`src/rtl/s832_response_misr_pkg.sv`:
```
// s832_tb_pkg: shared widths, feedback polynomial and FSM state type for the s832 response MISR
package s832_tb_pkg;
  localparam int S832_RESP_W = 19;
  localparam logic [S832_RESP_W-1:0] S832_MISR_POLY = 19'h00027;
  typedef enum logic [1:0] {IDLE, RUN, DONE} misr_state_t;
endpackage

```
`src/rtl/s832_response_misr_if.sv`:
```
// s832_response_misr_if: control, response and result signals between test control and the MISR
interface s832_response_misr_if #(parameter int RESP_W = 19, parameter int CNT_W = 16);
  logic start;
  logic abort;
  logic resp_valid;
  logic [RESP_W-1:0] resp;
  logic busy;
  logic done;
  logic pass;
  logic [RESP_W-1:0] signature;
  logic [CNT_W-1:0] count;
  modport master(output start, abort, resp_valid, resp, input busy, done, pass, signature, count);
  modport slave(input start, abort, resp_valid, resp, output busy, done, pass, signature, count);
endinterface

```
`src/rtl/s832_response_misr_misr_reg.sv`:
```
// misr_reg: signature register with clear-to-seed and one MISR step per enabled cycle
module misr_reg #(
  parameter int WIDTH = 19,
  parameter logic [WIDTH-1:0] POLY = '0,
  parameter logic [WIDTH-1:0] SEED = '0
) (
  input  logic clk,
  input  logic rst,
  input  logic clr,
  input  logic step,
  input  logic [WIDTH-1:0] d,
  output logic [WIDTH-1:0] q,
  output logic [WIDTH-1:0] nxt
);
  assign nxt = {q[WIDTH-2:0], 1'b0} ^ (q[WIDTH-1] ? POLY : '0) ^ d;
  always_ff @(posedge clk)
    q <= (rst || clr) ? SEED : step ? nxt : q;
endmodule

```
`src/rtl/s832_response_misr.sv`:
```
// s832_response_misr: compacts s832 responses into a MISR signature and compares it to a golden value
module s832_response_misr
  import s832_tb_pkg::*;
#(
  parameter int RESP_W = S832_RESP_W,
  parameter logic [RESP_W-1:0] POLY = S832_MISR_POLY,
  parameter logic [RESP_W-1:0] SEED = '0,
  parameter logic [RESP_W-1:0] GOLDEN = '0,
  parameter int PATTERNS = 1024,
  parameter int CNT_W = 16
) (
  input logic ck,
  input logic rst,
  s832_response_misr_if.slave bus
);
  if (PATTERNS < 1 || PATTERNS > 2 ** CNT_W) begin : g_chk
    $error("PATTERNS must be in 1..2**CNT_W");
  end
  localparam logic [CNT_W-1:0] LAST = CNT_W'(PATTERNS - 1);
  misr_state_t state;
  logic clr, step;
  logic [RESP_W-1:0] nxt;
  always_comb begin
    clr = state != RUN && bus.start && !bus.abort;
    step = state == RUN && bus.resp_valid && !bus.abort;
  end
  misr_reg #(.WIDTH(RESP_W), .POLY(POLY), .SEED(SEED)) u_misr (
    .clk(ck), .rst(rst), .clr(clr), .step(step), .d(bus.resp), .q(bus.signature), .nxt(nxt)
  );
  always_ff @(posedge ck)
    if (rst) begin
      state <= IDLE;
      bus.busy <= 1'b0;
      bus.done <= 1'b0;
      bus.pass <= 1'b0;
      bus.count <= '0;
    end else if (bus.abort) begin
      state <= IDLE;
      bus.busy <= 1'b0;
      bus.done <= 1'b0;
      bus.pass <= 1'b0;
    end else if (clr) begin
      state <= RUN;
      bus.busy <= 1'b1;
      bus.done <= 1'b0;
      bus.pass <= 1'b0;
      bus.count <= '0;
    end else if (step) begin
      bus.count <= bus.count + 1'b1;
      if (bus.count == LAST) begin
        state <= DONE;
        bus.busy <= 1'b0;
        bus.done <= 1'b1;
        bus.pass <= nxt == GOLDEN;
      end
    end
endmodule

```
`src/flat_wrapper.sv`:
```
// flat-port wrapper written by rule: the top's interface ports become plain ports
module s832_response_misr_flat import s832_tb_pkg::*;
#(
  parameter int RESP_W = S832_RESP_W,
  parameter logic [RESP_W-1:0] POLY = S832_MISR_POLY,
  parameter logic [RESP_W-1:0] SEED = '0,
  parameter logic [RESP_W-1:0] GOLDEN = '0,
  parameter int PATTERNS = 1024,
  parameter int CNT_W = 16
)
  (ck, rst, bus_start, bus_abort, bus_resp_valid, bus_resp, bus_busy, bus_done, bus_pass, bus_signature, bus_count);
  s832_response_misr_if #(.RESP_W(RESP_W), .CNT_W(CNT_W)) bus_i ();
  input logic ck;
  input logic rst;
  input wire logic [$bits(bus_i.start)-1:0] bus_start;
  input wire logic [$bits(bus_i.abort)-1:0] bus_abort;
  input wire logic [$bits(bus_i.resp_valid)-1:0] bus_resp_valid;
  input wire logic [$bits(bus_i.resp)-1:0] bus_resp;
  output wire logic [$bits(bus_i.busy)-1:0] bus_busy;
  output wire logic [$bits(bus_i.done)-1:0] bus_done;
  output wire logic [$bits(bus_i.pass)-1:0] bus_pass;
  output wire logic [$bits(bus_i.signature)-1:0] bus_signature;
  output wire logic [$bits(bus_i.count)-1:0] bus_count;
  assign bus_i.start = bus_start;
  assign bus_i.abort = bus_abort;
  assign bus_i.resp_valid = bus_resp_valid;
  assign bus_i.resp = bus_resp;
  assign bus_busy = bus_i.busy;
  assign bus_done = bus_i.done;
  assign bus_pass = bus_i.pass;
  assign bus_signature = bus_i.signature;
  assign bus_count = bus_i.count;
  s832_response_misr #(.RESP_W(RESP_W), .POLY(POLY), .SEED(SEED), .GOLDEN(GOLDEN), .PATTERNS(PATTERNS), .CNT_W(CNT_W)) u_core (.ck(ck), .rst(rst), .bus(bus_i));
endmodule
```
`config.mk`:
```
export PLATFORM = sky130hd
export DESIGN_NAME = s832_response_misr_flat
export DESIGN_NICKNAME = d
export VERILOG_FILES = /design/src/rtl/s832_response_misr_pkg.sv /design/src/rtl/s832_response_misr_if.sv /design/src/rtl/s832_response_misr_misr_reg.sv /design/src/rtl/s832_response_misr.sv /design/src/flat_wrapper.sv
export SDC_FILE = /design/constraint.sdc
export NUM_CORES = 1
export LEC_CHECK = 0
export BUFFER_PORTS_ARGS = -buffer_cell sky130_fd_sc_hd__buf_2
export CORE_MARGIN = 4
export CORE_UTILIZATION = 50
export CTS_CLUSTER_DIAMETER = 150
export CTS_CLUSTER_SIZE = 20
export DETAILED_ROUTE_END_ITERATION = 8
export MAX_ROUTING_LAYER = met4
export PLACE_DENSITY = 0.89
export SETUP_SLACK_MARGIN = 0.05
export SLEW_MARGIN = 20
export SYNTH_ARGS = -nofsm -noshare
export SYNTH_HDL_FRONTEND = slang
export SYNTH_SLANG_ARGS = --single-unit
```
`constraint.sdc`:
```
create_clock -name ck -period 4.7 [get_ports ck]
set_clock_uncertainty 0.2 [all_clocks]
set_input_delay 0.235 -clock ck [delete_from_list [all_inputs] [get_ports ck]]
set_output_delay 0.235 -clock ck [all_outputs]
set_load 0.005 [all_outputs]
```
-- Yosys cells after proc, flatten, opt, wreduce, memory -nomap -nowiden
Cells that the tools add are included.
- multiplexer cells: 9
- add/sub/neg operators: 1
- reduce and logical (&&, ||, !) cells: 14
- equality and inequality tests: 3
- bitwise gates (word level): 3
- operator list (cell ; number):
    19-bit bitwise XOR ; 2
    16-bit 2-to-1 mux ; 2
    19-bit zero test ; 1
    16-bit by 1-bit adder with 16-bit output (second input constant) ; 1
    16-bit by 10-bit equality test with 1-bit output (second input constant) ; 1
    1-bit 2-to-1 mux ; 6
    6-bit 2-to-1 mux ; 1
    2-bit AND reduction ; 3
    1-bit logical AND ; 4
    2-bit nonzero test ; 2
    3-bit OR reduction ; 1
    2-bit by 1-bit equality test with 1-bit output (second input constant) ; 1
    2-bit by 1-bit inequality test with 1-bit output (second input constant) ; 1
    2-bit OR reduction ; 1
    1-bit zero test ; 1
    1-bit logical OR ; 1
    1-bit inverter ; 1
- flip-flop bits (word level): 39
- input port bits: 24
- logic and storage cells: 36
- output and inout bits: 38

-- Logic depth before layout (Yosys ltp)
Gate-level depths: netlist (run 1).
- word-level depth: 5
- gate-level depth with buffers: 6
- gate-level depth less buffers: 5

-- Modules after synthesis
Synthesis (run 1) repeated with hierarchy kept, for this count alone.
- cell total of the unflattened synthesis: 189
- area, all modules: 1839.3 µm²
- modules (own cells, without submodules) (module ; cells each ; area each (µm²) ; times used ; seq. area each (µm²)):
    s832_response_misr ; 108 ; 943.4 ; 1 ; 380.4
    misr_reg ; 81 ; 895.9 ; 1 ; 380.4

-- Worst setup path before layout (run 1)
Ideal clock, no wire load.
- path kind: register to register
- start: register u_core.bus.count[4]
- end: register u_core.bus.count[15]
- data required time: 4.430 ns
- arrival: 1.501 ns
- cell stages (with the launch flop): 5
- setup time: 0.070 ns
- period minus slack after synthesis: 1.772 ns
- path buffers: 0
- setup slack: 2.928 ns
- cells stage by stage: dfxtp_1 > and4_1 > nand4_2 > or4_1 > a21oi_1
- cells in the longest elaborated chain, start to end: 3
- RTL lines (what ; line ; RTL):
    start: declaration ; s832_response_misr_if.sv:13 ; modport slave(input start, abort, resp_valid, resp, output busy, done, pass, signature, count);
    start signal: assignment ; s832_response_misr.sv:49 ; bus.count <= bus.count + 1'b1;
    16-bit by 1-bit adder with 16-bit output ; s832_response_misr.sv:49 ;
    16-bit 2-to-1 mux ; s832_response_misr.sv:48 ; end else if (step) begin
    16-bit 2-to-1 mux ; s832_response_misr.sv:42 ; end else if (clr) begin
Every way passes these cells. The select of a mux whose other input is x is not followed.
A chain may end at the register's enable or synchronous reset.

-- Worst setup path after layout (run 1)
- start: register u_core.state[0]
- end: register u_core.bus.count[14]
- cells in the longest elaborated chain, start to end: 5
- elaborated cells between the ends (all ways): 9
- those cells by class: eq/ne (2); mux (1); reduce/logical (6)
- RTL lines (what ; line ; RTL):
    start: declaration ; s832_response_misr.sv:20 ; misr_state_t state;
    start signal: assignment ; s832_response_misr.sv:32 ; state <= IDLE;
    start signal: assignment ; s832_response_misr.sv:38 ; state <= IDLE;
    start signal: assignment ; s832_response_misr.sv:43 ; state <= RUN;
    2-bit by 1-bit inequality test with 1-bit output / 2-bit by 1-bit equality test with 1-bit output (equally long branches) ; s832_response_misr.sv:24, s832_response_misr.sv:25 ;
    1-bit logical AND (on tied branches) (2 in a row) ; s832_response_misr.sv:24, s832_response_misr.sv:25 ;
    2-bit nonzero test (no source line) ; - ;
    2-bit AND reduction (no source line) ; - ;
Several ways; a longest one is shown, not always the timed one.

==> run summary, run 1 <==
post-route ant nets - 0
Crit. End Element - register
startpoint types - register
GRT overflow - 0
TritonCTS Buffers - 5
status - completed
core area - 0.003363 mm²
Post-CTS Resized - 0
CTS tree - done
total power - 536.6 µW
Max H-tree Level - 2
Worst-Skew Late Latency - 0.34 ns
fin util - 64.73%
Total Wirelength - 3970 µm
Power Dens Cells - 246.5 mW/mm²
critical path's slowest cell - or4_1
top achievable clock speed - 453.8 MHz
Cell variety after synth - 34
Post-Synthesis Cells - 193
Vias - 1,625
Die Y - 67.23 µm
Die Width - 67.23 µm
Ys Warns - 0
min-delay worst type - in -> reg
cell area after synthesis - 0.001754 mm²
Seq/Total Area, Yosys - 43.37%
DRT iter0 DRCs - 145
Final GP Congestion - 0.7666
Tmin final - 2.204 ns
Worst Tran Pin Value - 0.4443 ns
first-pass GRT wire length - 6775 µm
# DRC - 0
maxcap violations - 0
Hold Crit Depth - 3
max incr delay on CP - 0.55 ns
synthesized net count - 218
Nets - 282
Ports - 62
final instance area - 0.002177 mm²
final setup fails - 0
pre-CTS setup slack - 2.486 ns
hold endpoint - u_core.state[0]
WHS - 0.01673 ns
Clk pin slew, worst setup/hold paths - 0.11 ns
worst reg2reg setup slack - 2.50 ns
Reg2Reg Depth - 5
GRT Resource Usage Total - 19.89%
largest net degree at the start of global routing - 45
clk root buf - clkbuf_4
synthesized area per cell - 9.089 µm²
Final Hold Viols - 0
# fillers - 303
Port-buffer cells - 61
setup ws final - 2.496 ns
area post-placement - 0.002100 mm²
CTS Hold Buffers Added - 3
Rel. slew slack - 70.38%
sum of negative setup slack - 0 ns
Area Overhead vs Synth - 24.11%
final slew viol count - 0
placed cell count - 293
initial core utilization - 52.16%
CP arrival - 2.28 ns
worst r2r src - u_core.state[0]
CP cell instances - and4bb_1 -> buf_4 -> nand2_2 -> or4_1 -> a21oi_1
Static Leak - 0.8739 nW
vias in the first global route - 1,530
CTS max path bufs - 2
Worst EP required - 4.78 ns
drt wl/cell - 13.10 µm
number of synthesized register bits - 38
Worst Hold Launch - bus_start
post-CTS setup buffers - 0
share of cells above drive strength 1 - 29.18%
Non-Filler Instances - 303
worst vdd ir - 0.0001388 V
worst r2r dst - u_core.bus.count[14]
RSZ-0062 raised after global routing - no
Die ar. - 0.004520 mm²
Clock Sink Count - 38
initial antenna violation count - 0
CP Max Fanout - 44
drt via density - 5.363
post-route clock period utilization - 46.89%
Pre-antenna DRT Iters - 4
Crit Path Class - reg -> reg
n_diodes - 0
FP Rows - 21
DP HPWL - 2928 µm
synth_stat cells (all sizes together):
master | instances | area, µm²
clkbuf | 4 | 15.01
a21boi | 2 | 15.01
and2 | 1 | 6.260
o21bai | 1 | 7.510
and4bb | 1 | 12.51
o311a | 1 | 10.01
nor4 | 1 | 6.260
nand3 | 5 | 25.02
nor3 | 2 | 10.01
dfxtp | 38 | 760.7
xnor2 | 23 | 201.4
nand2b | 1 | 6.260
o31ai | 5 | 37.54
and4 | 1 | 8.760
and3 | 2 | 12.51
ha | 1 | 12.51
o21ai | 4 | 20.02
a21oi | 8 | 40.04
or4 | 5 | 37.54
inv | 1 | 3.750
or3 | 4 | 25.02
a211oi | 17 | 127.6
mux2i | 4 | 40.04
a211o | 1 | 8.760
xor2 | 6 | 52.55
a31o | 1 | 8.760
o21a | 1 | 7.510
nand2 | 8 | 32.54
nand4 | 9 | 68.81
nor2 | 30 | 112.6
buf | 5 | 21.27
cells by family after synthesis:
| kind of cell | Yosys count | synth area share [%] |
|---|---|---|
| simple gates | 70 | 20.76 |
| flops | 38 | 43.37 |
| mux | 4 | 2.283 |
| xor+xnor | 29 | 14.48 |
| compound gates | 41 | 16.12 |
| buf+inv | 10 | 2.282 |
| fa+ha+maj | 1 | 0.7132 |
area by class of cell:
class / count / area [µm²] / area share, %
Timing Repair Buffer: 66 / 350.3 / 16.09
Tap cell: 46 / 57.56 / 2.644
Multi-Input combinational cell: 145 / 957.2 / 43.97
Clock inverter: 2 / 10.01 / 0.4598
Sequential cell: 38 / 760.7 / 34.94
Inverter: 1 / 3.754 / 0.1724
Clock buffer: 5 / 37.54 / 1.724
metal layers:
layer  part of all wire [%]  wire length, µm  GRT usage (%)
met5                      0                0              -
met1                     42             1682          22.81
met3                    6.3              250          3.827
met4                    1.6               63          6.835
met2                     50             1973          34.60
cell usage in the layout, fill, tap and decap left out, types with 2 or more instances in the layout:
cell type       n
dfxtp_1        38
nor3_1          2
mux2i_1         4
o31ai_1         5
nand2_1         7
dlygate4sd3_1   3
nand3_1         5
clkbuf_4        5
and3_1          2
o21ai_0         4
or3_1           4
nor2_1         30
buf_4           2
or4_1           5
xor2_1          6
a21boi_0        2
a21oi_1         8
nand4_2         2
xnor2_1        23
clkinv_2        2
nand4_1         7
buf_2          61
a211oi_1       17
critical path, delay by kind of cell, from the launching register on:
kind                   cells  cell delay, ns
buffers and inverters      1            0.39
flip-flops                 1            0.39
AO/OA/AOI/OAI              1            0.16
AND/OR/NAND/NOR            3            0.97
power breakdown:
| group | internal, mW | leakage [nW] | switching [mW] |
|---|---|---|---|
| Clock | 0.0538 | 0.0308 | 0.103 |
| Combinational | 0.0248 | 0.537 | 0.0267 |
| Sequential | 0.325 | 0.307 | 0.00335 |
sequential cells by signal (all words and copies together), names as in the netlist:
signal and count:
u_core.bus.pass 1, u_core.bus.done 1, u_core.bus.count 16, u_core.state 1, u_core.u_misr.q 19
how the worst max path moves through the flow:
| stage | from | end |
|---|---|---|
| after floorplan | u_core.bus.count[4] | u_core.bus.count[15] |
| after global placement | bus_abort | u_core.bus.count[15] |
| after detailed placement | bus_abort | u_core.bus.count[14] |
| after CTS | u_core.bus.done | u_core.bus.count[14] |
| after global routing | u_core.bus.done | u_core.bus.count[14] |
| final | u_core.state[0] | u_core.bus.count[14] |
No activity file was read; power rests on OpenSTA's default activity.
==> run 2: changes to the inputs <==
Settings changed: CORE_UTILIZATION 50 to 44, PLACE_DENSITY 0.89 to 0.84.
Clock period 4.7 ns to 1.77 ns, I/O delays scaled along.
==> run 2 against run 1 <==
Against the previous run:
- via count grew 11%
- hold slack gained 0.066 ns
- sequential share of layout area shrank 5.9 points
- count of clock-buffer cells in the layout grew 1
- wire length grew 30%
- critical endpoint is now u_core.bus.count[11]
==> run summary, run 2 (synthesis gave the netlist of run 1 again) <==
vias in the first global route - 1,746
GRT Resource Usage Total - 20.77%
top achievable clock speed - 589.3 MHz
status - completed
Static Leak - 1.104 nW
Clock Sink Count - 38
post-route clock period utilization - 95.87%
number of flip-flops under the largest register name - 19
Crit Path Class - reg -> reg
first-pass GRT wire length - 8217 µm
final setup fails - 0
CP Max Fanout - 7
Crit. End Element - register
most flop-heavy register - u_core.u_misr.q
Die Y - 71.14 µm
Vias - 1,803
post-route ant nets - 0
Die Width - 71.14 µm
maxcap violations - 0
Tmin final - 1.697 ns
Nets - 321
initial core utilization - 46.86%
commonest non-fill, non-tap cell in the layout - buf_2
share of cells above drive strength 1 - 39.39%
Non-Filler Instances - 345
largest registers - u_core.u_misr.q (19), u_core.bus.count (16)
Ports - 62
total power - 1.671 mW
n_diodes - 0
startpoint types - register
Clk pin slew, worst setup/hold paths - 0.08 ns
Rel. slew slack - 77.59%
WHS - 0.08268 ns
DRT iter0 DRCs - 90
sum of negative setup slack - 0 ns
largest net degree at the start of global routing - 43
Pre-antenna DRT Iters - 4
Power Dens Cells - 629.5 mW/mm²
clk root buf - clkbuf_8
CP arrival - 1.72 ns
Port-buffer cells - 61
Final GP Congestion - 0.8155
CTS tree - done
Max H-tree Level - 2
drt via density - 5.226
Final Hold Viols - 0
Area Overhead vs Synth - 51.36%
Total Wirelength - 5152 µm
CTS max path bufs - 2
Worst-Skew Late Latency - 0.29 ns
GRT overflow - 0
Worst Tran Pin Value - 0.3332 ns
DP HPWL - 3234 µm
min-delay worst type - in -> reg
Worst EP required - 1.79 ns
drt wl/cell - 14.93 µm
# DRC - 0
most frequent cells in the layout - buf_2 (61), nor2_1 (30), dfxtp_1 (30)
TritonCTS Buffers - 5
Die ar. - 0.005061 mm²
final slew viol count - 0
initial antenna violation count - 0
placed cell count - 313
FP Rows - 22
core area - 0.003744 mm²
RSZ-0062 raised after global routing - yes
worst vdd ir - 0.0003746 V
==> run 2: changes by cell type in the layout (fill, tap and decap cells not counted), sizes merged <==
cell         change
clkinv           -1
clkinvlp         +1
dlygate4sd3     +16
buf             +23
clkbuf           +1
==> run 2: timing repair <==
| action | in CTS | in global routing |
|---|---|---|
| cloned | 0 | 0 |
| pin swaps | 0 | 13 |
| setup endpoints to repair | 11 | 12 |
| hold endpoints to repair | 18 | 0 |
| hold buffers | 19 | 0 |
| setup buffers | 2 | 3 |
| resized for setup | 4 | 14 |
==> run 2: path summary, 6_finish.rpt <==
check                startpoint                    to  slack [ns]  depth (start not counted)
min reg2reg  u_core.u_misr.q[1]    u_core.u_misr.q[1]        0.31                          2
max             u_core.bus.done  u_core.bus.count[11]        0.07                          5
min                   bus_abort       u_core.bus.done        0.08                          4
max reg2reg     u_core.bus.done  u_core.bus.count[11]        0.07                          5
==> run 2: report_power, final <==
part | switching, mW | leakage [nW] | total [mW] | internal [mW]
Sequential | 0.00737 | 0.311 | 0.870 | 0.863
Clock | 0.302 | 0.0472 | 0.615 | 0.313
Combinational | 0.0876 | 0.747 | 0.186 | 0.0985
==> run 2: through the flow <==
stage	setup WS [ns]	cell area, µm²	utilization [%]
2_1_floorplan	0.06741	1787	-
3_3_place_gp	0.05426	2267	60.56
3_5_place_dp	-0.007243	2267	60.56
4_1_cts	0.05330	2576	68.82
5_1_grt	0.03158	2655	70.92
6_report	0.07317	2655	70.92
==> run 2: metal layers <==
layer / vias to the layer above / track usage (%) / part of all wire, %
met2: 47 / 34.49 / 52
met3: 8 / 4.261 / 4.6
met5: - / - / 0
met4: 0 / 6.889 / 2.0
li1: 904 / - / -
met1: 844 / 24.96 / 42
==> run 2: final cells by class <==
| class | instances | area, µm² |
|---|---|---|
| Fill cell | 281 | 1089 |
| Multi-Input combinational cell | 145 | 1031 |
| Sequential cell | 38 | 770.7 |
| Timing Repair Buffer | 105 | 694.4 |
| Clock buffer | 6 | 82.58 |
| Tap cell | 48 | 60.06 |
| Clock inverter | 2 | 12.51 |
| Inverter | 1 | 3.754 |
==> run 2: critical path, stage by stage (launching register included) <==
cell,delay [ns]
dfxtp_2,0.33
and4bb_4,0.39
nand4_4,0.14
buf_6,0.16
or3_1,0.30
a21oi_1,0.11
